### src/rtl/xor_gate_tester_pkg.sv
// Shared types for the XOR gate tester: FSM state encoding and vector-space size.
// State codes are fixed constants so external tools can decode the state register.
package xor_tester_pkg;

  localparam logic [2:0] ST_IDLE   = 3'd0;
  localparam logic [2:0] ST_DRIVE  = 3'd1;
  localparam logic [2:0] ST_SETTLE = 3'd2;
  localparam logic [2:0] ST_CHECK  = 3'd3;
  localparam logic [2:0] ST_DONE   = 3'd4;

  typedef enum logic [2:0] {
    IDLE   = ST_IDLE,
    DRIVE  = ST_DRIVE,
    SETTLE = ST_SETTLE,
    CHECK  = ST_CHECK,
    DONE   = ST_DONE
  } state_t;

  localparam int WIDTH_DEF = 4;
  localparam int NVEC      = 1 << (2 * WIDTH_DEF);

endpackage

### src/rtl/xor_gate_tester_if.sv
// Panel/gate-side bundle of the XOR gate tester.
// The slave modport is the tester; the master modport is the panel plus gate under test.
interface xor_gate_tester_if #(
  parameter int WIDTH = 4,
  parameter int ERR_W = 9
);
  logic                 start;
  logic                 abort;
  logic [WIDTH-1:0]     a_o;
  logic [WIDTH-1:0]     b_o;
  logic [WIDTH-1:0]     y_i;
  logic                 busy;
  logic                 done;
  logic                 pass;
  logic [ERR_W-1:0]     err_cnt;
  logic [2*WIDTH-1:0]   fail_vec;
  logic                 fail_valid;

  modport slave (
    input  start, abort, y_i,
    output a_o, b_o, busy, done, pass, err_cnt, fail_vec, fail_valid
  );

  modport master (
    output start, abort, y_i,
    input  a_o, b_o, busy, done, pass, err_cnt, fail_vec, fail_valid
  );
endinterface

### src/rtl/xor_gate_tester_sync_2ff.sv
// Two-flop synchronizer for the asynchronous gate output bus.
// Each bit is synchronized independently; settle time covers inter-bit skew.
module sync_2ff #(
  parameter int W = 4
) (
  input  logic         clk,
  input  logic         rst_n,
  input  logic [W-1:0] i_d,
  output logic [W-1:0] o_q
);
  logic [W-1:0] r_meta;
  logic [W-1:0] r_sync;

  always_ff @(posedge clk or negedge rst_n) begin
    if (!rst_n) begin
      r_meta <= '0;
      r_sync <= '0;
    end else begin
      r_meta <= i_d;
      r_sync <= r_meta;
    end
  end

  assign o_q = r_sync;
endmodule

### src/rtl/xor_gate_tester.sv
// Exhaustive sequencer/checker for a WIDTH-lane 2-input XOR gate.
// Drives every {A,B}, waits SETTLE_CYCLES, compares the synchronized Y, counts errors.
module xor_gate_tester
  import xor_tester_pkg::*;
#(
  parameter int WIDTH         = 4,
  parameter int SETTLE_CYCLES = 3,
  parameter int ERR_W         = 9
) (
  input  logic              clk,
  input  logic              rst_n,
  xor_gate_tester_if.slave  bus
);
  localparam int VW = 2 * WIDTH;
  localparam logic [3:0] SETTLE_LOAD = 4'(SETTLE_CYCLES - 1);

  state_t             r_state;
  logic [VW-1:0]      r_vec;
  logic [3:0]         r_settle;
  logic [WIDTH-1:0]   r_a;
  logic [WIDTH-1:0]   r_b;
  logic [ERR_W-1:0]   r_err;
  logic               r_pass;
  logic [VW-1:0]      r_fail_vec;
  logic               r_fail_valid;

  logic [WIDTH-1:0]   w_y_s;
  logic               w_mismatch;
  logic               w_last;
  logic [ERR_W-1:0]   w_err_next;

  sync_2ff #(.W(WIDTH)) u_sync (
    .clk   (clk),
    .rst_n (rst_n),
    .i_d   (bus.y_i),
    .o_q   (w_y_s)
  );

  assign w_mismatch = (w_y_s != (r_a ^ r_b));
  assign w_last     = (r_vec == '1);
  assign w_err_next = (w_mismatch && (r_err != '1)) ? r_err + ERR_W'(1) : r_err;

  always_ff @(posedge clk or negedge rst_n) begin
    if (!rst_n) begin
      r_state      <= IDLE;
      r_vec        <= '0;
      r_settle     <= '0;
      r_a          <= '0;
      r_b          <= '0;
      r_err        <= '0;
      r_pass       <= 1'b0;
      r_fail_vec   <= '0;
      r_fail_valid <= 1'b0;
    end else begin
      case (r_state)
        IDLE: begin
          if (bus.start && !bus.abort) begin
            r_err        <= '0;
            r_pass       <= 1'b0;
            r_fail_vec   <= '0;
            r_fail_valid <= 1'b0;
            r_vec        <= '0;
            r_state      <= DRIVE;
          end
        end
        DRIVE: begin
          if (bus.abort) begin
            r_pass  <= 1'b0;
            r_a     <= '0;
            r_b     <= '0;
            r_state <= DONE;
          end else begin
            r_a      <= r_vec[VW-1:WIDTH];
            r_b      <= r_vec[WIDTH-1:0];
            r_settle <= SETTLE_LOAD;
            r_state  <= SETTLE;
          end
        end
        SETTLE: begin
          if (bus.abort) begin
            r_pass  <= 1'b0;
            r_a     <= '0;
            r_b     <= '0;
            r_state <= DONE;
          end else if (r_settle == 4'd0) begin
            r_state <= CHECK;
          end else begin
            r_settle <= r_settle - 4'd1;
          end
        end
        CHECK: begin
          // Abort wins over the compare: a half-finished vector is not scored.
          if (bus.abort) begin
            r_pass  <= 1'b0;
            r_a     <= '0;
            r_b     <= '0;
            r_state <= DONE;
          end else begin
            r_err <= w_err_next;
            if (w_mismatch && !r_fail_valid) begin
              r_fail_vec   <= {r_a, r_b};
              r_fail_valid <= 1'b1;
            end
            if (w_last) begin
              r_pass  <= (w_err_next == '0);
              r_a     <= '0;
              r_b     <= '0;
              r_state <= DONE;
            end else begin
              r_vec   <= r_vec + VW'(1);
              r_state <= DRIVE;
            end
          end
        end
        DONE:    r_state <= IDLE;
        default: r_state <= IDLE;
      endcase
    end
  end

  assign bus.a_o        = r_a;
  assign bus.b_o        = r_b;
  assign bus.busy       = (r_state == DRIVE) || (r_state == SETTLE) || (r_state == CHECK);
  assign bus.done       = (r_state == DONE);
  assign bus.pass       = r_pass;
  assign bus.err_cnt    = r_err;
  assign bus.fail_vec   = r_fail_vec;
  assign bus.fail_valid = r_fail_valid;
endmodule

### src/flat_wrapper.sv
// flat-port wrapper written by rule: the top's interface ports become plain ports
module xor_gate_tester_flat import xor_tester_pkg::*;
#(
  parameter int WIDTH         = 4,
  parameter int SETTLE_CYCLES = 3,
  parameter int ERR_W         = 9
)
  (clk, rst_n, bus_start, bus_abort, bus_y_i, bus_a_o, bus_b_o, bus_busy, bus_done, bus_pass, bus_err_cnt, bus_fail_vec, bus_fail_valid);
  xor_gate_tester_if #(.WIDTH(WIDTH), .ERR_W(ERR_W)) bus_i ();
  input  logic clk;
  input  logic rst_n;
  input wire logic [$bits(bus_i.start)-1:0] bus_start;
  input wire logic [$bits(bus_i.abort)-1:0] bus_abort;
  input wire logic [$bits(bus_i.y_i)-1:0] bus_y_i;
  output wire logic [$bits(bus_i.a_o)-1:0] bus_a_o;
  output wire logic [$bits(bus_i.b_o)-1:0] bus_b_o;
  output wire logic [$bits(bus_i.busy)-1:0] bus_busy;
  output wire logic [$bits(bus_i.done)-1:0] bus_done;
  output wire logic [$bits(bus_i.pass)-1:0] bus_pass;
  output wire logic [$bits(bus_i.err_cnt)-1:0] bus_err_cnt;
  output wire logic [$bits(bus_i.fail_vec)-1:0] bus_fail_vec;
  output wire logic [$bits(bus_i.fail_valid)-1:0] bus_fail_valid;
  assign bus_i.start = bus_start;
  assign bus_i.abort = bus_abort;
  assign bus_i.y_i = bus_y_i;
  assign bus_a_o = bus_i.a_o;
  assign bus_b_o = bus_i.b_o;
  assign bus_busy = bus_i.busy;
  assign bus_done = bus_i.done;
  assign bus_pass = bus_i.pass;
  assign bus_err_cnt = bus_i.err_cnt;
  assign bus_fail_vec = bus_i.fail_vec;
  assign bus_fail_valid = bus_i.fail_valid;
  xor_gate_tester #(.WIDTH(WIDTH), .SETTLE_CYCLES(SETTLE_CYCLES), .ERR_W(ERR_W)) u_core (.clk(clk), .rst_n(rst_n), .bus(bus_i));
endmodule
### config.mk
export PLATFORM = sky130hd
export DESIGN_NAME = xor_gate_tester_flat
export DESIGN_NICKNAME = d
export VERILOG_FILES = /design/src/rtl/xor_gate_tester_pkg.sv /design/src/rtl/xor_gate_tester_if.sv /design/src/rtl/xor_gate_tester_sync_2ff.sv /design/src/rtl/xor_gate_tester.sv /design/src/flat_wrapper.sv
export SDC_FILE = /design/constraint.sdc
export NUM_CORES = 1
export LEC_CHECK = 0
export BUFFER_PORTS_ARGS = -buffer_cell sky130_fd_sc_hd__buf_2
export CAP_MARGIN = 20
export CORE_ASPECT_RATIO = 0.5
export CORE_MARGIN = 2
export CORE_UTILIZATION = 51
export DETAILED_ROUTE_END_ITERATION = 8
export PLACE_DENSITY = 0.8
export SKIP_LAST_GASP = 1
export SYNTH_ARGS = -nofsm -noshare
export SYNTH_HDL_FRONTEND = slang
export SYNTH_SLANG_ARGS = --single-unit
### constraint.sdc
create_clock -name clk -period 2.2 [get_ports clk]
set_clock_uncertainty 0.05 [all_clocks]
set_input_delay 0.22 -clock clk [delete_from_list [all_inputs] [get_ports clk]]
set_output_delay 0.22 -clock clk [all_outputs]
set_load 0.01 [all_outputs]
**Word-level counts from Yosys, hierarchy flattened**

Cells that the tools add are included.

- Register bits: 50
- Output and inout port bits: 29
- Word-level logic and storage cells: 92

- $add $sub $neg: 3
- Equality and inequality tests: 18
- Mux-type cells: 37
- Bitwise gates (word level): 1
- Reductions and logical operators: 22

Operator list:

| kind | count |
|---|---|
| 8-bit 2-to-1 mux | 5 |
| 4-bit 2-to-1 mux | 8 |
| 8-bit case mux with 2 select lines | 2 |
| 9-bit 2-to-1 mux | 3 |
| 4-bit case mux with 3 select lines | 2 |
| 3-bit 2-to-1 mux | 6 |
| 9-bit case mux with 2 select lines | 1 |
| 4-bit AND reduction | 4 |
| 2-bit inequality test (second input constant) | 6 |
| 3-bit case mux with 4 select lines | 1 |
| 9-bit by 1-bit adder with 9-bit output (second input constant) | 1 |
| 9-bit logical NOT | 1 |
| 9-bit inequality test (second input constant) | 1 |
| 8-bit by 1-bit adder with 8-bit output (second input constant) | 1 |
| 8-bit equality test (second input constant) | 1 |
| 4-bit case mux with 2 select lines | 1 |
| 3-bit by 2-bit equality test with 1-bit output (second input constant) | 2 |
| 1-bit 2-to-1 mux | 6 |
| 2-bit by 1-bit inequality test with 1-bit output (second input constant) | 3 |
| 3-bit by 2-bit inequality test with 1-bit output (second input constant) | 2 |
| 3-bit AND reduction | 2 |
| 3-bit nonzero test | 2 |
| 4-bit logical NOT | 1 |
| 4-bit inequality test | 1 |
| 13 further kinds | 18 |

**Depth between registers and ports, before layout**

Gate-level depths: netlist of run 1.

- Word-level depth: 8
- Depth in mapped cells: 9
- Gate-level depth less buffers: 8

**Cells and area by module**

Synthesis of run 1 repeated with hierarchy kept, for this count alone.

- Cell total of the unflattened synthesis: 243
- Area, all modules: 2547.4 um2

By module, submodules not included:

| module | times used | cells each | area each (um2) | sequential area each (um2) |
|---|---|---|---|---|
| xor_gate_tester | 1 | 235 | 2347.3 | 1051.0 |
| sync_2ff | 1 | 8 | 200.2 | 200.2 |

**Least setup slack after synthesis of run 1**

No wires, ideal clock.

- Path type: flip-flop to flip-flop
- Start: register u_core.r_err[2] (netlist: u_core.bus.err_cnt[2])
- End: register u_core.r_pass (netlist: u_core.bus.pass)
- Library setup time: 0.104 ns
- Data arrival time: 2.298 ns
- Data required time: 2.046 ns
- Path slack: -0.252 ns
- Stages on the path, launching flop included: 10
- Clock period less this slack: 2.452 ns
- Cell sequence: dfrtp_1 clkbuf_1 and3_1 and3_1 and3_1 ha_1 a41oi_2 and3_1 o22ai_1 o41ai_2

- Word-level cells in the longest chain between the ends: 7
- Elaborated cells between the ends (all ways): 8

RTL lines:

| item | line | RTL |
|---|---|---|
| start: declaration | xor_gate_tester.sv:22 | `logic [ERR_W-1:0] r_err;` |
| start signal: assignment | xor_gate_tester.sv:99 | `r_err <= w_err_next;` |
| parallel branches: the longest is 2 deep, another holds 9-bit by 1-bit adder with 9-bit output | -- |  |
| 9-bit 2-to-1 mux * | xor_gate_tester.sv:41 | `assign w_err_next = (w_mismatch && (r_err != '1)) ? r_err + ERR_W'(1) : r_err;` |
| 9-bit logical NOT * | xor_gate_tester.sv:105 | `r_pass <= (w_err_next == '0);` |
| 1-bit 2-to-1 mux * | xor_gate_tester.sv:104 | `if (w_last) begin` |
| 1-bit 2-to-1 mux * | xor_gate_tester.sv:93 | `if (bus.abort) begin` |
| 1-bit case mux with 3 select lines * | xor_gate_tester.sv:55 | `case (r_state)` |
| end signal: assignment | xor_gate_tester.sv:105 |  |
| end: declaration | xor_gate_tester.sv:23 | `logic r_pass;` |

Mark *: on every way between the ends. The select of a mux whose other input is x is not followed.
A chain may end at the register's enable or synchronous reset.

**Final worst setup path of run 1**

- Start: register u_core.r_err[4] (netlist: u_core.bus.err_cnt[4])
- End: register u_core.r_pass (netlist: u_core.bus.pass)

Same word-level chain as after synthesis.

==> results.md, run 1 <==
- Post-Syn Nets: 250
- Slowest cell delay on critical path: 0.38 ns
- Ys flop type: dfrtp_1
- Final hold vios: 0
- Crit Path Category: reg -> reg
- FF-to-FF Start: u_core.bus.err_cnt[4]
- Nets: roughly 310
- Boundary Pins: 37
- Row cnt: 17
- Total GRT Usage: 22.7%
- Slew @ Worst Pin: 0.633 ns
- Die height: between 50 and 60 microns
- Hold Path Stages: 2
- Routed vias/inst: approximately 5.7
- Port bufs: 36
- Achievable frequency: 467 MHz
- Vias in the first global route: between 1.5k and 2k
- Final period utilization: 97.4%
- N_diodes: 0
- Htree depth: 2
- Post-synthesis sequential area ratio: 51.1%
- Final setup margin: 0.0571 ns
- Hold Slack: roughly 0.16 ns
- Syn avg cell area: a little over 10 sq um
- Synthesis-stage register bit count: 50
- Hpwl dp: roughly 4000 microns
- Cell count after synthesis: ~240
- Setup tns final: 0 ns
- Root Driver: clkbuf_8
- Initial core utilization: 54.3%
- CTS Sinks: 50
- RSZ-0062 raised after global routing: yes
- Hold WC Path Type: in -> reg
- Sink of the worst hold path: u_core.r_state[0]
- Routability cong.: 0.913
- Drt wl/cell: approximately 16 microns
- Die W: around 100 microns
- Warnings from Yosys: 0
- Fraction of registers with async set/reset: 100%
- Floorplan core area: about 4500 sq um
- Detailed Route WL: about 5600 microns
- Gr ovfl total: 0
- Final Max Slew Viols: 0
- Place WS: just under 0.07 ns
- Cell Pwr Density: slightly above 700 nW/um^2
- Outcome: finished clean
- P&R area growth vs syn: 23.9%
- Worst Path Arrival: 2.31 ns
- CTS tree: done
- TritonCTS buffer count: 5
- Fillers: between 300 and 400
- Crit path max-delay cell type: dfrtp_1
- Max-Slew Margin vs Limit: 57.2%
- LEAKAGE: approximately 1.4 nW
- WP data required: approximately 2.4 ns
- Pin count of the biggest net entering global routing: 30
- Maximum buffer depth of the clock tree: 2
- Die ar.: between 5000 and 6000 sq um
- Sequential Area: around 1300 sq um
- R2R Path End: u_core.bus.pass
- EDFF count, synth: 0
- Clock Latency Late Sink: ~0.31 ns
- Critical Path, Cell by Cell: and3_4, and3_4, and3_4, ha_4, a41oi_4, nand2_1, mux2i_1, o41ai_2
- Post-synth cell types: just under 50
- Layout cells sized above 1: between 20% and 30%
- Area occupied by multi-input gates: approximately 1200 sq um
- Final setup fails: 0
- CP Capture Type: flip-flop
- Max VDD drop: ~0.35 mV
- First-pass GRT wire length: approximately 9000 microns
- Worst reg-to-reg path cell count: 8
- R2R Setup Slk: ~0.057 ns
- HP Start: bus_abort
- Antenna Nets Post-Route: 0
- Number of antenna violations at the first check in global routing: 0
- Mapped cell area: roughly 2400 sq um
- Drt first-iter violations: ~100
- Vias: between 2k and 2.5k
- DRT Pass-1 Iters: 4
- Critical Path Most Common Cell: and3_4
- Number of remaining DRC errors: 0
- Max Cap Violations: 0
- Final Critical Period: 2.14 ns
- Worst setup SP type: flip-flop
- CTS clk-pin slew, worst paths: roughly 0.09 ns
- Crit Path Max Fanout: 5
## worst max-delay path: cells and delay by family, from the launching register on
kind | cells | cell delay, ns
AND/OR/NAND/NOR | 4 | 0.69
multiplexers | 1 | 0.18
flip-flops | 1 | 0.38
adder cells (fa/ha/maj) | 1 | 0.18
AO/OA/AOI/OAI | 2 | 0.55
## routing by layer
| layer | wire, microns | track usage (%) |
|---|---|---|
| met5 | 0 | 0 |
| met4 | 125 | 12.2 |
| met3 | 298 | 5.68 |
| met2 | 2630 | 35.3 |
| met1 | 2570 | 29.6 |
## registers in the layout, summed over array words and instances, names as in the netlist
name and count:
u_core.bus.err_cnt 9, u_core.r_settle 4, u_core.bus.a_o 4, u_core.u_sync.o_q 4, u_core.u_sync.r_meta 4, u_core.r_state 3
u_core.bus.b_o 4, u_core.bus.fail_vec 8, u_core.bus.fail_valid 1, u_core.bus.pass 1, u_core.r_vec 8
## layout by cell type (no fill, tap or decap), types with 8 or more instances in the layout
cell type,count
nor2_1,19
xnor2_1,8
buf_2,36
buf_4,21
nand2_1,34
o21ai_0,19
dfrtp_1,50
a22o_1,10
## report_power, final
| part | internal, mW | switching (mW) |
|---|---|---|
| registers | 0.996 | 0.0841 |
| logic | 0.195 | 0.258 |
| clock network | 0.364 | 0.299 |
| total | 1.55 | 0.641 |
## per-stage QoR
stage                     instance area, sq um  utilization, %  std cells  total power, mW
after global routing                      3030            67.3        361             2.30
after global placement                    2850            63.2        348             1.51
after detailed placement                  2850            63.2        348             1.53
after floorplan                           2500               -        237             1.37
final                                     3030            67.3        361             2.20
after CTS                                 3010            66.8        360             2.20
## cells in the mapped netlist (3+ instances only)
cell type  count  share of area [%]
a31oi_1        3               0.77
a22o_1        10                3.6
nand2_1       34                5.2
and2_1         3               0.77
nand4_1        3               0.77
clkbuf_1       9                1.4
nor4_1         4                1.0
xnor2_1        8                2.9
nor3_1         6                1.2
inv_1          5               0.77
nor2_1        19                2.9
and3_1         4                1.0
xnor3_1        4                3.7
a41oi_1        3                1.1
dfrtp_1       50                 51
o21ai_0       19                3.9
a21oi_1        6                1.2
ha_1           5                2.6
nand3_1        5                1.0
## what timing repair did
action,4_1_cts,5_1_grt
buffers inserted,0,1
setup endpoints to repair,0,10
hold buffers,5,0
gates resized for setup,0,4
hold endpoints to repair,31,0
## how the worst max path moves through the flow
| stage | startpoint | slack (ns) | to |
|---|---|---|---|
| final | u_core.bus.err_cnt[4] | 0.06 | u_core.bus.pass |
| after global routing | u_core.bus.err_cnt[4] | -0.01 | u_core.bus.pass |
| after CTS | u_core.bus.err_cnt[3] | 0.04 | u_core.bus.pass |
| after detailed placement | u_core.bus.err_cnt[3] | 0.07 | u_core.bus.pass |
| after global placement | u_core.bus.err_cnt[4] | 0.12 | u_core.bus.pass |
| after floorplan | u_core.bus.err_cnt[2] | -0.03 | u_core.bus.pass |
## layout make-up
class | count | share of cell area (%)
multi-input cells | 171 | 38.9
clock inverters | 1 | 0.990
repair buffers | 62 | 12.8
flip-flops and latches | 50 | 41.2
inverters | 5 | 0.619
well taps | 66 | 2.72
clock buffers | 6 | 2.72
## kinds of logic after synthesis
kind of cell	count (synthesis)	synth area share (%)
buf+inv	16	2.81
xor+xnor	14	7.25
flops	50	51.1
simple gates	93	19.2
mux	2	0.817
compound gates	57	16.3
fa+ha+maj	5	2.55
Power figures use the tool's default switching activity.
==> run 2, diff against run 1 <==
--- a/config.mk
+++ b/config.mk
@@ -7,11 +7,13 @@
 export LEC_CHECK = 0
 export BUFFER_PORTS_ARGS = -buffer_cell sky130_fd_sc_hd__buf_2
 export CAP_MARGIN = 20
+export CELL_PAD_IN_SITES_DETAIL_PLACEMENT = 1
+export CELL_PAD_IN_SITES_GLOBAL_PLACEMENT = 2
 export CORE_ASPECT_RATIO = 0.5
 export CORE_MARGIN = 2
-export CORE_UTILIZATION = 51
+export CORE_UTILIZATION = 32
 export DETAILED_ROUTE_END_ITERATION = 8
-export PLACE_DENSITY = 0.8
+export PLACE_DENSITY = 0.78
 export SKIP_LAST_GASP = 1
 export SYNTH_ARGS = -nofsm -noshare
 export SYNTH_HDL_FRONTEND = slang
==> run 2 against run 1 <==
Against the previous run:
- flip-flop and latch count stayed put
- sequential power about the same
- critical path depth did not move
- critical endpoint is now u_core.bus.err_cnt[6]
- via count rose by 0.15%
- wire length rose by 17%
- combinational power down 3%
- highest routed layer unchanged
- cell count up 9.4%
- largest cell class unchanged
- core utilization is 25 points lower
- die area rose by 56%
==> results.md, run 2 (synthesis results as in run 1) <==
- Vias: 2049 (+0.15%)
- N_diodes: 0 (unchanged)
- Hold WC Path Type: in -> reg
- Sequential share of power: 46.5% (-2.7 points)
- Vias in the first global route: 2155 (+13%)
- Final period utilization: 98.8% (+1.4 points)
- LEAKAGE: 1.46 nW (+2.3%)
- Final setup fails: 0 (unchanged)
- WP data required: 2.37 ns (about the same)
- Number of antenna violations at the first check in global routing: 0 (unchanged)
- Nets: 311 (+0.97%)
- Root Driver: clkbuf_16
- Initial core utilization: 33.2% (-21 points)
- Final hold vios: 0 (unchanged)
- Clock Latency Late Sink: 0.30 ns (about the same)
- Total Power: 2.33 mW (+6.3%)
- CTS tree: done
- Pin count of the biggest net entering global routing: 29 (-3.3%)
- Hold Slack: 0.182 ns (+0.0265 ns)
- Boundary Pins: 37 (unchanged)
- Row cnt: 22 (+5)
- Final setup margin: 0.0265 ns (-0.0306 ns)
- Die height: 65.9 microns (+24%)
- Htree depth: 2 (unchanged)
- RSZ-0062 raised after global routing: yes
- HP Start: bus_abort
- Cell Pwr Density: 747 nW/um^2 (+3.2%)
- Max VDD drop: 0.314 mV (-9.4%)
- Detailed Route WL: 6610 microns (+17%)
- Port bufs: 36 (unchanged)
- Routability cong.: 0.774 (-15%)
- Antenna Nets Post-Route: 0 (unchanged)
- CTS clk-pin slew, worst paths: 0.07 ns (-0.02 ns)
- Max Cap Violations: 0 (unchanged)
- Total GRT Usage: 17.2% (-5.5 points)
- Achievable frequency: 460 MHz (-1.4%)
- Clock Power Share: 34.7% (+4.5 points)
- Die ar.: 8410 sq um (+56%)
- Sw frac: 30.9% (+1.7 points)
- Outcome: finished clean
- Routed vias/inst: 5.19 (-8.5%)
- Commonest non-fill, non-tap cell in the layout: dfrtp_1
- Final Max Slew Viols: 0 (unchanged)
- Final Critical Period: 2.17 ns (+0.0306 ns)
- CTS Sinks: 50 (unchanged)
- Slew @ Worst Pin: 0.678 ns (+0.0459 ns)
- Maximum buffer depth of the clock tree: 2 (unchanged)
- Place WS: -0.0220 ns (-0.0900 ns)
- R2R Setup Slk: 0.03 ns (-0.03 ns)
- Worst reg-to-reg path cell count: 8 (unchanged)
- Max reg flops: 9 (unchanged)
- TritonCTS buffer count: 5 (unchanged)
- Fillers: 842 (+150%)
- FF-to-FF Start: u_core.bus.err_cnt[2]
- R2R Path End: u_core.bus.err_cnt[6]
- P&R area growth vs syn: 27.6%
- Max-Slew Margin vs Limit: 54.8% (-2.5 points)
- Worst Path Arrival: 2.35 ns (+0.04 ns)
- Die W: 128 microns (+25%)
- Floorplan core area: 7380 sq um (+64%)
- CP Capture Type: flip-flop
- Total internal power: 1.61 mW (+3.8%)
- Crit Path Category: reg -> reg
- Hold Path Stages: 2 (unchanged)
- Layout cells sized above 1: 27.8% (+0.30 points)
- Most frequent cells in the layout: dfrtp_1, buf_2, nand2_1, buf_4, nor2_1
- First-pass GRT wire length: 11000 microns (+22%)
- Drt wl/cell: 16.7 microns (+7.3%)
- Switching power: 0.721 mW (+13%)
- Hpwl dp: 4780 microns (+18%)
- DRT Pass-1 Iters: 4 (unchanged)
- Worst setup SP type: flip-flop
- Drt first-iter violations: 118 (+16%)
- Gate power share: 18.8% (-1.8 points)
- Crit Path Max Fanout: 6 (+1)
- Gr ovfl total: 0 (unchanged)
- Sink of the worst hold path: u_core.r_state[0]
- Number of remaining DRC errors: 0 (unchanged)
-- run 2: cell count changes in the layout (fill, tap and decap cells not counted), moves of 2 or more --
cell	change
clkbuf_8	-6
clkbuf_16	+5
buf_4	+3
inv_6	+2
o21ai_0	-2
o21ai_1	+2
-- run 2: worst max-delay path by stage --
stage,startpoint,to,slack [ns],cells after the start
6_report,u_core.bus.err_cnt[2],u_core.bus.err_cnt[6],0.03,8
3_3_place_gp,u_core.bus.err_cnt[4],u_core.bus.pass,-0.004,8
5_1_grt,u_core.bus.err_cnt[4],u_core.bus.err_cnt[6],-0.11,8
4_1_cts,u_core.bus.err_cnt[2],u_core.bus.pass,-0.003,8
2_1_floorplan,u_core.bus.err_cnt[2],u_core.bus.pass,-0.03,9
3_5_place_dp,u_core.bus.err_cnt[2],u_core.bus.pass,-0.02,8
-- run 2: final cells by class --
class | instances | area, sq um | area share (%)
clock inverter | 3 | 26.3 | 0.840
timing repair buffer | 65 | 410 | 13.1
clock buffer | 5 | 125 | 4.00
tap | 96 | 120 | 3.84
inverter | 5 | 18.8 | 0.600
multi-input combinational | 171 | 1170 | 37.6
sequential | 50 | 1250 | 40.0
-- run 2: power by group through the flow --
| stage | Combinational (mW) | Clock (mW) | Sequential, mW |
|---|---|---|---|
| after floorplan | 0.287 | 0 | 1.09 |
| after global placement | 0.411 | 0 | 1.10 |
| after detailed placement | 0.427 | 0 | 1.10 |
| after CTS | 0.444 | 0.838 | 1.09 |
| after global routing | 0.499 | 0.871 | 1.10 |
| final | 0.439 | 0.810 | 1.09 |
-- run 2: repair_timing --
action                                  CTS  global route
gates resized for setup                   1             3
hold endpoints to repair                 30             0
buffers inserted                          2             4
hold buffers                              5             0
pin swaps                                 1             4
endpoints found under the setup margin    3            10
-- run 2: worst max-delay path: stages (launching register included) --
cell,delay [ns]
dfrtp_1,0.39
and3_4,0.18
and3_4,0.18
and3_4,0.18
ha_4,0.17
a41oi_4,0.29
nand4_1,0.21
or3_1,0.35
o21ai_0,0.07
-- run 2: stage by stage --
| stage | TNS [ns] | area [sq um] | std cells | util, % |
|---|---|---|---|---|
| 2_1_floorplan | -0.0328 | 2500 | 237 | - |
| 5_1_grt | -0.262 | 3130 | 395 | 42.4 |
| 6_report | 0 | 3130 | 395 | 42.4 |
| 3_3_place_gp | -0.00405 | 2870 | 376 | 39.0 |
| 4_1_cts | -0.00329 | 3090 | 391 | 41.9 |
| 3_5_place_dp | -0.0393 | 2870 | 376 | 39.0 |
-- run 2: routing by layer --
layer | vias up | track usage [%] | part of all wire, %
met1 | 1021 | 22.2 | 48
li1 | 992 | - | -
met4 | 0 | 6.87 | 1.6
met5 | - | 0 | 0
met2 | 28 | 28.1 | 47
met3 | 8 | 4.37 | 3.0
==> run 3, diff against run 2 <==
--- a/config.mk
+++ b/config.mk
@@ -10,10 +10,10 @@
 export CELL_PAD_IN_SITES_DETAIL_PLACEMENT = 1
 export CELL_PAD_IN_SITES_GLOBAL_PLACEMENT = 2
 export CORE_ASPECT_RATIO = 0.5
-export CORE_MARGIN = 2
 export CORE_UTILIZATION = 32
 export DETAILED_ROUTE_END_ITERATION = 8
-export PLACE_DENSITY = 0.78
+export PLACE_DENSITY = 0.8
+export RECOVER_POWER = 100
 export SKIP_LAST_GASP = 1
 export SYNTH_ARGS = -nofsm -noshare
 export SYNTH_HDL_FRONTEND = slang
==> run 3 against run 2 <==
Against the previous run:
- flip-flop and latch count is the same
- highest routed layer unchanged
- sequential share of layout area grew 0.27 points
- first-iteration DRC count shrank 6.8%
==> results.md, run 3 (synthesis results as in run 1) <==
- Vias in the first global route: 2152 (-0.14%)
- RSZ-0062 raised after global routing: yes
- Area occupied by multi-input gates: 1190 sq um (+1.1%)
- Detailed Route WL: 6550 microns (-0.82%)
- Total Power: 2.33 mW (about the same)
- Drt wl/cell: 16.6 microns (-0.82%)
- Die height: 63.9 microns (-3.0%)
- Hold WC Path Type: in -> reg
- Clock Power Share: 34.9% (+0.2 points)
- TritonCTS buffer count: 5 (unchanged)
- Root Driver: clkbuf_16
- Sw frac: 30.3% (-0.62 points)
- Final period utilization: 98.5% (-0.26 points)
- Cell Pwr Density: 752 nW/um^2 (+0.67%)
- Final Max Slew Viols: 0 (unchanged)
- CP Capture Type: flip-flop
- Antenna Nets Post-Route: 0 (unchanged)
- Gr ovfl total: 0 (unchanged)
- Hpwl dp: 4810 microns (+0.69%)
- Final hold vios: 0 (unchanged)
- Setup tns final: 0 ns (unchanged)
- WP data required: 2.37 ns (about the same)
- Routed vias/inst: 5.13 (-1.0%)
- Initial core utilization: 33.2% (unchanged)
- Fillers: 842 (unchanged)
- Nets: 311 (unchanged)
- Maximum buffer depth of the clock tree: 2 (unchanged)
- Routability cong.: 0.793 (+2.4%)
- Clock Latency Late Sink: 0.29 ns (about the same)
- Layout cells sized above 1: 18.7% (-9.0 points)
- Floorplan core area: 7380 sq um (unchanged)
- Commonest non-fill, non-tap cell in the layout: dfrtp_1
- N_diodes: 0 (unchanged)
- Vias: 2028 (-1.0%)
- Drt first-iter violations: 110 (-6.8%)
- LEAKAGE: 1.35 nW (-7.7%)
- Gate power share: 18.4% (-0.4 points)
- Row cnt: 22 (unchanged)
- Final core utilization: 42.1% (-0.29 points)
- Worst setup SP type: flip-flop
- Total internal power: 1.63 mW (+0.88%)
- Crit Path Category: reg -> reg
- Max reg flops: 9 (unchanged)
- P&R area growth vs syn: 26.8%
- Outcome: finished clean
- DRT Pass-1 Iters: 4 (unchanged)
- Switching power: 0.707 mW (-2.0%)
- Final setup fails: 0 (unchanged)
- Htree depth: 2 (unchanged)
- CTS Sinks: 50 (unchanged)
- Total GRT Usage: 17.6% (+0.36 points)
- Worst Path Arrival: 2.34 ns (about the same)
- Hold Path Stages: 2 (unchanged)
- Final Critical Period: 2.17 ns (-0.00568 ns)
- Max VDD drop: 0.317 mV (+0.99%)
- Worst reg-to-reg path cell count: 8 (unchanged)
- Max Cap Violations: 0 (unchanged)
- Sequential Area: 1250 sq um (unchanged)
- Sequential share of power: 46.7% (+0.2 points)
- Hold Slack: 0.190 ns (+0.00854 ns)
- Max-Slew Margin vs Limit: 0.629% (-54 points)
- Crit Path Max Fanout: 7 (+1)
- First-pass GRT wire length: 11000 microns (-0.69%)
- Number of antenna violations at the first check in global routing: 0 (unchanged)
- CTS clk-pin slew, worst paths: 0.07 ns (about the same)
- Die W: 126 microns (-1.6%)
- Slew @ Worst Pin: 1.49 ns (+0.812 ns)
- Die ar.: 8030 sq um (-4.6%)
- CTS tree: done
- Pin count of the biggest net entering global routing: 27 (-6.9%)
- Achievable frequency: 461 MHz (+0.26%)
- Port bufs: 36 (unchanged)
- Most frequent cells in the layout: dfrtp_1, nand2_1, clkbuf_1, nor2_1
- Boundary Pins: 37 (unchanged)
- Number of remaining DRC errors: 0 (unchanged)
-- run 3: power by group through the flow --
stage	registers, mW	clock network (mW)	logic [mW]
6_report	1.09	0.816	0.429
5_1_grt	1.11	0.883	0.484
4_1_cts	1.09	0.840	0.444
3_5_place_dp	1.11	0	0.432
3_3_place_gp	1.10	0	0.410
2_1_floorplan	1.09	0	0.287
-- run 3: area by class of cell --
class                   count  share of cell area [%]
well taps                  96                    3.87
clock inverters             2                   0.524
flip-flops and latches     50                    40.3
inverters                   5                   0.604
repair buffers             65                    12.0
multi-input cells         171                    38.2
clock buffers               6                    4.47
-- run 3: repair_timing --
action                     CTS  global route
hold buffers                 5             0
pin swaps                    0             2
setup buffers                1             6
setup endpoints to repair    2            18
gates resized for setup      0             6
hold endpoints to repair    28             0
-- run 3: worst paths after layout --
kind,startpoint,end,slack (ns)
max,u_core.bus.err_cnt[2],u_core.bus.err_cnt[6],0.03
min,bus_abort,u_core.r_state[0],0.19
max reg2reg,u_core.bus.err_cnt[2],u_core.bus.err_cnt[6],0.03
min reg2reg,u_core.u_sync.r_meta[1],u_core.u_sync.o_q[1],0.30
max in group asynchronous,rst_n,u_core.bus.err_cnt[3],0.46
min in group asynchronous,rst_n,u_core.bus.fail_vec[4],0.77
-- run 3: metrics by stage --
| step | worst slack (ns) | cell area (sq um) | instances |
|---|---|---|---|
| finish | 0.0322 | 3110 | 395 |
| global route | -0.0684 | 3110 | 395 |
| CTS | 0.00292 | 3090 | 389 |
| detailed placement | -0.0187 | 2880 | 375 |
| global placement | 0.0150 | 2880 | 375 |
| floorplan | -0.0328 | 2500 | 237 |
-- run 3: layer usage --
metal	wire length [microns]	up-vias	GRT usage, %
met1	3120	1013	23.4
met2	3180	29	29.5
met5	0	-	0
met3	195	7	3.10
li1	-	979	-
met4	59	0	5.27
-- run 3: critical path: stages (launching register included) --
cell	delay, ns
dfrtp_1	0.39
and3_4	0.18
and3_4	0.18
and3_4	0.18
ha_4	0.17
a41oi_4	0.29
nand4_1	0.22
or3_1	0.35
o21ai_1	0.08
